**config.mk**
```make
export PLATFORM = sky130hd
export DESIGN_NAME = shift_add_mult_seq
export DESIGN_NICKNAME = d
export VERILOG_FILES = /design/src/rtl/shift_add_mult_seq.sv
export SDC_FILE = /design/constraint.sdc
export NUM_CORES = 1
export LEC_CHECK = 0
export CORE_ASPECT_RATIO = 1.1
export CORE_MARGIN = 5
export CORE_UTILIZATION = 43
export DETAILED_ROUTE_END_ITERATION = 8
export PLACE_DENSITY = 0.8
export SLEW_MARGIN = 15
export SYNTH_ARGS = -nofsm -noshare
export SYNTH_HDL_FRONTEND = slang
export SYNTH_SLANG_ARGS = --single-unit
```
**constraint.sdc**
```tcl
create_clock -name clk -period 1.5 [get_ports clk]
set_input_delay 0.15 -clock clk [delete_from_list [all_inputs] [get_ports clk]]
set_output_delay 0.15 -clock clk [all_outputs]
set_load 0.005 [all_outputs]
```
**src/rtl/shift_add_mult_seq.sv**
```systemverilog
// ---------------------------------------------------------------------------
// shift_add_mult_seq
//
// Sequencer that sits in front of a serial shift-add multiplier datapath.
// The datapath has no reset and no done flag. This block supplies the
// load/enable sequencing that the datapath lacks:
//   - It takes an operand pair over a valid/ready handshake.
//   - It holds MULT_EN low for one edge so the datapath loads its operands
//     and clears its product.
//   - It runs N accumulate edges.
//   - It captures the 2N-bit product and offers it downstream over a
//     valid/ready handshake.
//
// Parameters
//   N             operand width. The product is 2*N bits wide.
//
// Ports
//   clk           system clock, rising edge
//   rst_n         asynchronous active-low reset
//   in_valid      operand pair valid
//   in_ready      sequencer can accept an operand pair (IDLE only)
//   in_a          multiplicand, driven onto mult_par
//   in_b          multiplier, driven onto mult_ser
//   mult_par      registered parallel operand to the datapath
//   mult_ser      registered serial operand to the datapath
//   mult_en       registered MULT_EN to the datapath
//   mult_product  product returned by the datapath
//   res_valid     captured product valid
//   res_ready     downstream accepts the result
//   res_data      captured product
//   chk_err       (MULT_SELFCHECK_EN only) sticky product-mismatch flag
//
// Optional build macro
//   MULT_SELFCHECK_EN
//     Adds chk_err and a local a*b reference. In CAPT the reference is
//     compared against mult_product. res_data is never altered by the check.
// ---------------------------------------------------------------------------
module shift_add_mult_seq #(
    parameter int N = 4
) (
    input  logic             clk,
    input  logic             rst_n,
    input  logic             in_valid,
    output logic             in_ready,
    input  logic [N-1:0]     in_a,
    input  logic [N-1:0]     in_b,
    output logic [N-1:0]     mult_par,
    output logic [N-1:0]     mult_ser,
    output logic             mult_en,
    input  logic [2*N-1:0]   mult_product,
    output logic             res_valid,
    input  logic             res_ready,
    output logic [2*N-1:0]   res_data
`ifdef MULT_SELFCHECK_EN
    ,
    output logic             chk_err
`endif
);

    localparam int CW = $clog2(N + 1);
    localparam logic [CW-1:0] CNT_LAST = CW'(N - 1);

    localparam logic [2:0] IDLE = 3'd0;
    localparam logic [2:0] LOAD = 3'd1;
    localparam logic [2:0] RUN  = 3'd2;
    localparam logic [2:0] CAPT = 3'd3;
    localparam logic [2:0] HOLD = 3'd4;

    logic [2:0]     state_r;
    logic [CW-1:0]  cnt_r;
    logic [N-1:0]   a_r;
    logic [N-1:0]   b_r;
    logic           mult_en_r;
    logic           in_ready_r;
    logic           res_valid_r;
    logic [2*N-1:0] res_data_r;

`ifdef MULT_SELFCHECK_EN
    logic           chk_err_r;

    // Unsigned reference product, zero-extended to 2N bits so nothing is lost.
    function automatic logic [2*N-1:0] ref_product(input logic [N-1:0] a,
                                                   input logic [N-1:0] b);
        ref_product = {{N{1'b0}}, a} * {{N{1'b0}}, b};
    endfunction
`endif

    // Sequencer FSM, operand registers, run counter and result capture.
    always_ff @(posedge clk or negedge rst_n) begin
        if (!rst_n) begin
            state_r     <= IDLE;
            cnt_r       <= {CW{1'b0}};
            a_r         <= {N{1'b0}};
            b_r         <= {N{1'b0}};
            mult_en_r   <= 1'b0;
            in_ready_r  <= 1'b0;
            res_valid_r <= 1'b0;
            res_data_r  <= {(2*N){1'b0}};
        end else begin
            case (state_r)
                IDLE: begin
                    mult_en_r   <= 1'b0;
                    res_valid_r <= 1'b0;
                    // in_ready is a register, so it comes up one cycle after reset release.
                    if (in_valid && in_ready_r) begin
                        a_r        <= in_a;
                        b_r        <= in_b;
                        cnt_r      <= {CW{1'b0}};
                        in_ready_r <= 1'b0;
                        state_r    <= LOAD;
                    end else begin
                        in_ready_r <= 1'b1;
                    end
                end
                LOAD: begin
                    // mult_en stayed low across the LOAD edge, so the datapath loads now.
                    mult_en_r <= 1'b1;
                    state_r   <= RUN;
                end
                RUN: begin
                    cnt_r <= cnt_r + {{(CW-1){1'b0}}, 1'b1};
                    if (cnt_r == CNT_LAST) begin
                        state_r <= CAPT;
                    end else begin
                        state_r <= RUN;
                    end
                end
                CAPT: begin
                    // The datapath only adds zeros from here on, so its product is final.
                    res_data_r  <= mult_product;
                    res_valid_r <= 1'b1;
                    state_r     <= HOLD;
                end
                HOLD: begin
                    if (res_ready) begin
                        res_valid_r <= 1'b0;
                        mult_en_r   <= 1'b0;
                        in_ready_r  <= 1'b1;
                        state_r     <= IDLE;
                    end else begin
                        state_r     <= HOLD;
                    end
                end
                default: begin
                    state_r     <= IDLE;
                    mult_en_r   <= 1'b0;
                    in_ready_r  <= 1'b0;
                    res_valid_r <= 1'b0;
                end
            endcase
        end
    end

`ifdef MULT_SELFCHECK_EN
    // Sticky flag: set when the datapath product disagrees with the local reference.
    always_ff @(posedge clk or negedge rst_n) begin
        if (!rst_n) begin
            chk_err_r <= 1'b0;
        end else if ((state_r == CAPT) && (mult_product != ref_product(a_r, b_r))) begin
            chk_err_r <= 1'b1;
        end else begin
            chk_err_r <= chk_err_r;
        end
    end

    assign chk_err = chk_err_r;
`endif

    assign in_ready  = in_ready_r;
    assign mult_par  = a_r;
    assign mult_ser  = b_r;
    assign mult_en   = mult_en_r;
    assign res_valid = res_valid_r;
    assign res_data  = res_data_r;

endmodule

```
; After elaboration in Yosys (flattened, before gate mapping)
; Index checks and enable logic that the tools add are counted.
[word_totals]
output_inout_bits = 19
elab_cells = 42
ff_bits = 25
[op_classes]
addsub = 1
bitwise_logic = 3
reduce_logical = 11
eq_ne = 7
n_mux = 12
[op_table]
columns = op, n
row1 = $pmux W3 S5, 1
row2 = $reduce_and A2 Y1, 5
row3 = $eq A3 B2 Y1 const B, 3
row4 = $mux W3, 3
row5 = $pmux W1 S3, 3
row6 = $pmux W3 S2, 1
row7 = $mux W1, 4
row8 = $ne A2 B2 Y1 const B, 2
row9 = $reduce_or A2 Y1, 2
row10 = $add A3 B1 Y3 const B, 1
row11 = $eq A3 B1 Y1 const B, 1
row12 = $eq A3 B3 Y1 const B, 1
row13 = $logic_not A3 Y1, 1
row14 = $not A1 Y1, 3
row15 = $reduce_or A3 Y1, 1
row16 = $reduce_bool A2 Y1, 1
row17 = $logic_and A1 B1 Y1, 1

; Logic depth before layout (Yosys ltp)
; Gate-level depths: netlist (run 1).
[depth]
depth_word = 4
depth_mapped = 5

; Least setup slack after synthesis (run 1)
; OpenSTA, ideal clock, no wires.
[synth_path]
kind = register to register
from = register state_r[1]
to = register a_r[0], in the netlist mult_par[0]
arrival_time_ps = 1269
path_slack_ps = 107
required_ps = 1375
setup_time_ps = 125
path_stages_with_launch = 6
cell_sequence = dfrtp_1 > buf_4 > nor2_1 > and3_4 > buf_6 > mux2_2
[synth_via]
elab_chain_len = 2
[synth_rtl]
columns = item, line_no
row1 = from (decl), 69  ; logic [2:0] state_r;
row2 = from (signal assigned), 91  ; state_r <= IDLE;
row3 = from (signal assigned), 110  ; state_r <= LOAD;
row4 = from (signal assigned), 118  ; state_r <= RUN;
row5 = $logic_not A3 Y1, 100  ; case (state_r)
row6 = $reduce_and A2 Y1 (no line), n/a
row7 = to (signal assigned), 93  ; a_r <= {N{1'b0}};
row8 = to (signal assigned), 106  ; a_r <= in_a;
row9 = to (decl), 71  ; logic [N-1:0] a_r;
; Every way passes these cells.
; A chain may end at the register's enable or synchronous reset.

; Worst setup path in the final report (run 1)
[layout_path]
from = register state_r[1]
to = register b_r[3], in the netlist mult_ser[3]
[layout_via]
elab_chain_len = 2
[layout_rtl]
columns = item, line_no
row1 = $logic_not A3 Y1, 100
row2 = $reduce_and A2 Y1 (no line), n/a
row3 = to (signal assigned), 94  ; b_r <= {N{1'b0}};
row4 = to (signal assigned), 107  ; b_r <= in_b;
row5 = to (decl), 72  ; logic [N-1:0] b_r;
; Every way passes these cells.

==> results.ini, run 1 <==
[setup_path]
endpoint_kind = flip-flop
rr_startpoint = state_r[1]
cpLargestDelayFamily = flip-flops
cp_data_required_time_ns = 1.72
worstSetupStartpointType = flip-flop
cpPeakStageDelay_ns = 0.49
cp_max_fo = 12
critPathLaunch = state_r[1]
crit_chain = nor2_1 > and3_4 > mux2_2
arrival_ns = 1.66
critical_path_class = reg -> reg
path_buf_inv = 0
slowest_stage = dfrtp_1

[global_routing]
track_usage = 0.1310
grt_pass1_vias = 744
grt_max_degree = 26
gr-total-overflow = 0
grt_pass1_wl_mm = 3.436
antenna_found_initial = 0

[drt]
drtPass1Iterations = 4
wl_per_cell_um = 14.05
route.detailed.drc = 0
wirelength_mm = 2.066
ant_nets = 0
viasPerCell = 4.959
drt_iter0_drc = 12
vias = 729

[sta]
worst_slew_pin_slew_ns = 0.3043
setup_viol = 0
relSlewSlack = 0.7972
fin_ws_ns = 0.06060
rsz0062_at_grt = false
finalClockSkew_ns = 0.01056
slew_viol_final = 0
period_minus_slack_ns = 1.439
finalSetupTns_ns = 0
finalHoldViolCount = 0
finalCritPeriodShare = 0.9596
max_freq_mhz = 694.7

[synth]
synthFlopType = dfrtp_1
ys_ff_latch = 25
synth-async-reset-ratio = 1.000
synthTopCellsByArea = dfrtp_1 (59%), mux2_2 (17%), ha_1 (2.4%), buf_6 (2.1%), o22ai_1 (1.8%)
synth_largest_area_cell = dfrtp_1
netlist.area_leader.share = 0.5938
synth_edf_count = 0
synth_warnings = 0
yosysUniqueCellTypes = 25
syn_avg_cell_area_um2 = 13.51
synth_nets = 100
netlist_instances = 78
synth_area_um2 = 1054
seq_area_frac_synth = 0.5938

[final_layout]
finish.utilization = 0.6411
antenna_cells = 0
fillers = 194
stdcell_area_um2 = 1473
area_growth_pct = 39.79
nets = 140
multiInputGateArea_um2 = 372.9
drive_above_1_share = 0.2051
regArea_um2 = 625.6

[clock_network]
cts_buffers = 3
htreeDepth = 1
cts_hold_buffers = 0
cts.path.max_buffers = 2
cts_tree = done
clock_latency_ns = 0.32
cts_root_buffer = clkbuf_4
clkTransAtPathRegs_ns = 0.14
clock_sinks = 25

[place]
dp_hpwl_mm = 1.561
dpl_cell_area_um2 = 1439
gp_congestion = 0.7171
port_buffers = 38
pre_cts_ws_ns = 0.04696

[job]
cap_violations = 0

[die]
start_util = 0.4586
coreArea_um2 = 2297
die-area_um2 = 3541
die-height_um = 61.92
placementRows = 18
io-pin-count = 39
die_x_um = 57.20

[pwr]
p_leak_nw = 0.6129
p_per_area_nw_per_um2 = 1973
ir_worst_vdd_mv = 1.389
p_total_mw = 2.906

[outcome]
status = completed

[min_path]
hold_class = in -> async

==> state kept, by name, summed over array words and instances (netlist names) <==
signal     count
mult_en        1
in_ready       1
mult_par       4
state_r        3
res_data       8
mult_ser       4
res_valid      1
cnt_r          3
==> cell usage in the layout, fill, tap and decap left out, drive strengths merged <==
| cell | count |
|---|---|
| and3 | 1 |
| o31ai | 1 |
| and4bb | 1 |
| or2 | 1 |
| o22ai | 3 |
| a211oi | 1 |
| clkbuf | 4 |
| mux2 | 16 |
| nand3b | 2 |
| nor2 | 3 |
| or3b | 1 |
| nand3 | 1 |
| a2bb2oi | 1 |
| clkdlybuf4s50 | 38 |
| nand2 | 4 |
| a21oi | 1 |
| xnor2 | 1 |
| dfrtp | 25 |
| nor2b | 1 |
| nand2b | 1 |
| o21ai | 2 |
| inv | 4 |
| ha | 2 |
| buf | 2 |
==> worst register-to-register path, cell delays in order, from the launching register on <==
cell and delay (ns):
dfrtp_1 0.49, nor2_1 0.18, and3_4 0.30, mux2_2 0.35
==> area by class of cell <==
class / count / area share
tap: 30 / 0.02549
inverter: 4 / 0.01020
timing repair buffer: 40 / 0.2685
sequential: 25 / 0.4248
clock buffer: 4 / 0.01784
multi-input combinational: 44 / 0.2532
==> cells in the mapped netlist, types with 2 or more instances <==
cell / instances
nand2_1: 4
nand3b_1: 2
buf_6: 2
dfrtp_1: 25
nor2_1: 3
mux2_2: 16
inv_1: 4
o22ai_1: 3
ha_1: 2
buf_2: 2
==> logic make-up (layout without fill, tap and decap cells) <==
| family | after synthesis | in the layout | synth area share |
|---|---|---|---|
| adder cells (fa/ha/maj) | 2 | 2 | 0.02375 |
| buffers and inverters | 9 | 48 | 0.05225 |
| AND/OR/NAND/NOR | 16 | 16 | 0.09263 |
| XOR/XNOR | 1 | 1 | 0.008315 |
| flip-flops | 25 | 25 | 0.5938 |
| AO/OA/AOI/OAI | 9 | 9 | 0.05820 |
| multiplexers | 16 | 16 | 0.1710 |
==> power breakdown <==
group          switching, mW  internal, mW  total [mW]
Clock                  0.199         0.104       0.304
Sequential             0.237          1.00        1.24
Combinational          0.463         0.897        1.36
Total                  0.900          2.01        2.91
==> final timing paths <==
path | endpoint | slack, ns | cells after the start
hold / removal | mult_par[2] | 0.16 | 2
setup / recovery | mult_ser[3] | 0.06 | 3
max in group asynchronous | res_data[5] | 1.10 | 2
setup reg to reg | mult_ser[3] | 0.06 | 3
hold reg to reg | res_data[1] | 0.52 | 1
min in group clk | mult_par[3] | 0.42 | 2
==> metal layers <==
metal | part of all wire | up-vias | GRT usage | wire length (um)
li1 | - | 347 | - | -
met5 | 0 | - | 0 | 0
met1 | 0.41 | 345 | 0.1487 | 845
met4 | 0.027 | 0 | 0.07947 | 55
met3 | 0.078 | 5 | 0.04339 | 161
met2 | 0.49 | 32 | 0.2186 | 1004
==> what timing repair did <==
action / CTS / global route
buffers inserted: 0 / 1
endpoints found under the setup margin: 0 / 8
resized for setup: 0 / 0
==> stage by stage <==
| stage | instances | hold WS (ns) |
|---|---|---|
| 2_1_floorplan | 78 | -0.1456 |
| 6_report | 147 | 0.1587 |
| 5_1_grt | 147 | 0.1757 |
| 3_3_place_gp | 142 | 0.4867 |
| 3_5_place_dp | 142 | 0.4946 |
| 4_1_cts | 146 | 0.1661 |
No activity file was read; power rests on OpenSTA's default activity.
==> inputs of run 2 (changes only) <==
- CORE_UTILIZATION: 43 -> 55
- DONT_BUFFER_PORTS: not set -> 1
- PLACE_DENSITY: 0.8 -> 0.72
- SETUP_SLACK_MARGIN: not set -> 0.2
==> results.ini, run 2 (synthesis results as in run 1) <==
[setup_path]
critical_path_class = reg -> reg
arrival_ns = 1.53  ; -0.13 ns
rr_startpoint = state_r[2]
critPathLaunch = state_r[2]
cpLargestDelayFamily = flip-flops
worstSetupStartpointType = flip-flop
slowest_stage = dfrtp_2
path_buf_inv = 0  ; unchanged
cp_data_required_time_ns = 1.70  ; -0.02 ns
endpoint_kind = flip-flop
cp.depth = 3  ; unchanged
crit_chain = nor2b_4 > and3_4 > mux2_4
cpPeakStageDelay_ns = 0.48  ; about the same
r2r_cells = 3  ; unchanged
cp_max_fo = 6  ; -6

[global_routing]
track_usage = 0.1622  ; +0.03116
gr-total-overflow = 0  ; unchanged
grt_pass1_vias = 766  ; +3.0%
antenna_found_initial = 0  ; unchanged
grt_max_degree = 26  ; unchanged
grt_pass1_wl_mm = 3.525  ; +2.6%

[place]
dp_hpwl_mm = 1.275  ; -18%
port_buffers = 0  ; -100%
pre_cts_ws_ns = 0.06380  ; +0.01683 ns
gp_congestion = 0.6714  ; -6.4%
dpl_cell_area_um2 = 1089  ; -24%
dp.cells = 94  ; -34%

[final_layout]
final-instance-count-excl-fill = 127  ; -14%
antenna_cells = 0  ; unchanged
largest_register_ffs = 8  ; unchanged
stdcell_area_um2 = 1450  ; -1.5%
area_growth_pct = 37.65
layout_common_cells = dfrtp_1 (23), dlygate4sd3_1 (18), mux2_4 (16)
drive_above_1_share = 0.3945  ; +0.1894
nets = 132  ; -5.7%
fillers = 94  ; -52%
finish.utilization = 0.8049  ; +0.1638
final_common_cell = dfrtp_1

[drt]
wl_per_cell_um = 19.66  ; +40%
wirelength_mm = 2.497  ; +21%
viasPerCell = 5.598  ; +13%
ant_nets = 0  ; unchanged
vias = 711  ; -2.5%
route.detailed.drc = 0  ; unchanged
drt_iter0_drc = 7  ; -5
drtPass1Iterations = 4  ; unchanged

[pwr]
ir_worst_vdd_mv = 1.391  ; +0.13%
p_per_area_nw_per_um2 = 2083  ; +5.6%
p_total_mw = 3.021  ; +4.0%
p_leak_nw = 0.6849  ; +12%

[clock_network]
htreeDepth = 1  ; unchanged
cts_root_buffer = clkbuf_4
cts.path.max_buffers = 2  ; unchanged
clkTransAtPathRegs_ns = 0.14  ; about the same
clock_latency_ns = 0.32  ; about the same
clock_sinks = 25  ; unchanged
cts_buffers = 3  ; unchanged
cts_tree = done

[die]
die-area_um2 = 2892  ; -18%
io-pin-count = 39  ; unchanged
start_util = 0.5847  ; +0.1261
placementRows = 16  ; -2
die-height_um = 55.90  ; -9.7%
die_x_um = 51.73  ; -9.6%
coreArea_um2 = 1802  ; -22%

[sta]
max_freq_mhz = 755.5  ; +8.8%
finalCritPeriodShare = 0.8824  ; -0.07722
period_minus_slack_ns = 1.324  ; -0.1158 ns
worst_slew_pin_slew_ns = 0.5433  ; +0.2390 ns
rsz0062_at_grt = true
finalSetupTns_ns = 0  ; unchanged
fin_ws_ns = 0.1764  ; +0.1158 ns
hold-worst-slack_ns = 0.06193  ; -0.09680 ns
setup_viol = 0  ; unchanged
finalClockSkew_ns = 0.01438  ; +0.003822 ns
relSlewSlack = 0.6378  ; -0.1593
slew_viol_final = 0  ; unchanged
finalHoldViolCount = 0  ; unchanged

[outcome]
status = completed

[job]
cap_violations = 0  ; unchanged

[min_path]
hold_depth = 2
hold_class = in -> reg
worstHoldStart = res_ready

-- run 2: cell types whose count changed in the layout (fill, tap and decap cells not counted), moves of 2 or more --
cell             change
dfrtp_1              -2
clkdlybuf4s50_1     -38
dfrtp_2              +2
buf_6                +3
mux2_4              +16
mux2_2              -16
dlygate4sd3_1       +18
buf_4                +7
-- run 2: layer usage --
layer	wire length (um)	GRT usage	vias to the layer above
li1	-	-	330
met1	1037	0.2070	345
met2	1239	0.2564	32
met3	205	0.05898	4
met4	15	0.04494	0
met5	0	0	-
-- run 2: path summary, 6_finish.rpt --
| check | endpoint | slack, ns |
|---|---|---|
| max | mult_ser[0] | 0.18 |
| min | state_r[2] | 0.06 |
| max reg2reg | mult_ser[0] | 0.18 |
| min reg2reg | cnt_r[2] | 0.55 |
| max in group asynchronous | state_r[1] | 0.77 |
| min in group asynchronous | mult_en | 0.34 |
-- run 2: what timing repair did --
action	in CTS	in global routing
endpoints found under the hold margin	41	26
pin swaps	1	3
resized for setup	8	13
cloned	1	1
hold buffers	17	2
setup endpoints to repair	18	18
setup buffers	4	4
-- run 2: area by class of cell --
class / instances / area [um2] / share of cell area
flip-flops and latches: 25 / 628.1 / 0.4331
multi-input cells: 45 / 470.5 / 0.3244
repair buffers: 31 / 286.5 / 0.1976
clock buffers: 3 / 22.52 / 0.01553
well taps: 18 / 22.52 / 0.01553
inverters: 4 / 15.01 / 0.01035
clock inverters: 1 / 5.005 / 0.003451
-- run 2: worst reg2reg max path: stages, from the launching register on --
cell and delay, ns:
dfrtp_2 0.48, nor2b_4 0.15, and3_4 0.27, mux2_4 0.31
-- run 2: power breakdown --
group | leakage [nW] | switching (mW) | internal (mW) | total, mW
logic | 0.367 | 0.515 | 0.885 | 1.40
clock network | 0.0177 | 0.196 | 0.0996 | 0.296
registers | 0.300 | 0.313 | 1.01 | 1.33
==> inputs of run 3 (changes only) <==
- ABC_CLOCK_PERIOD_IN_PS: not set -> 1500
==> results of run 3 <==
Same layout as run 2: the final DEF is identical, and so are final timing and power.
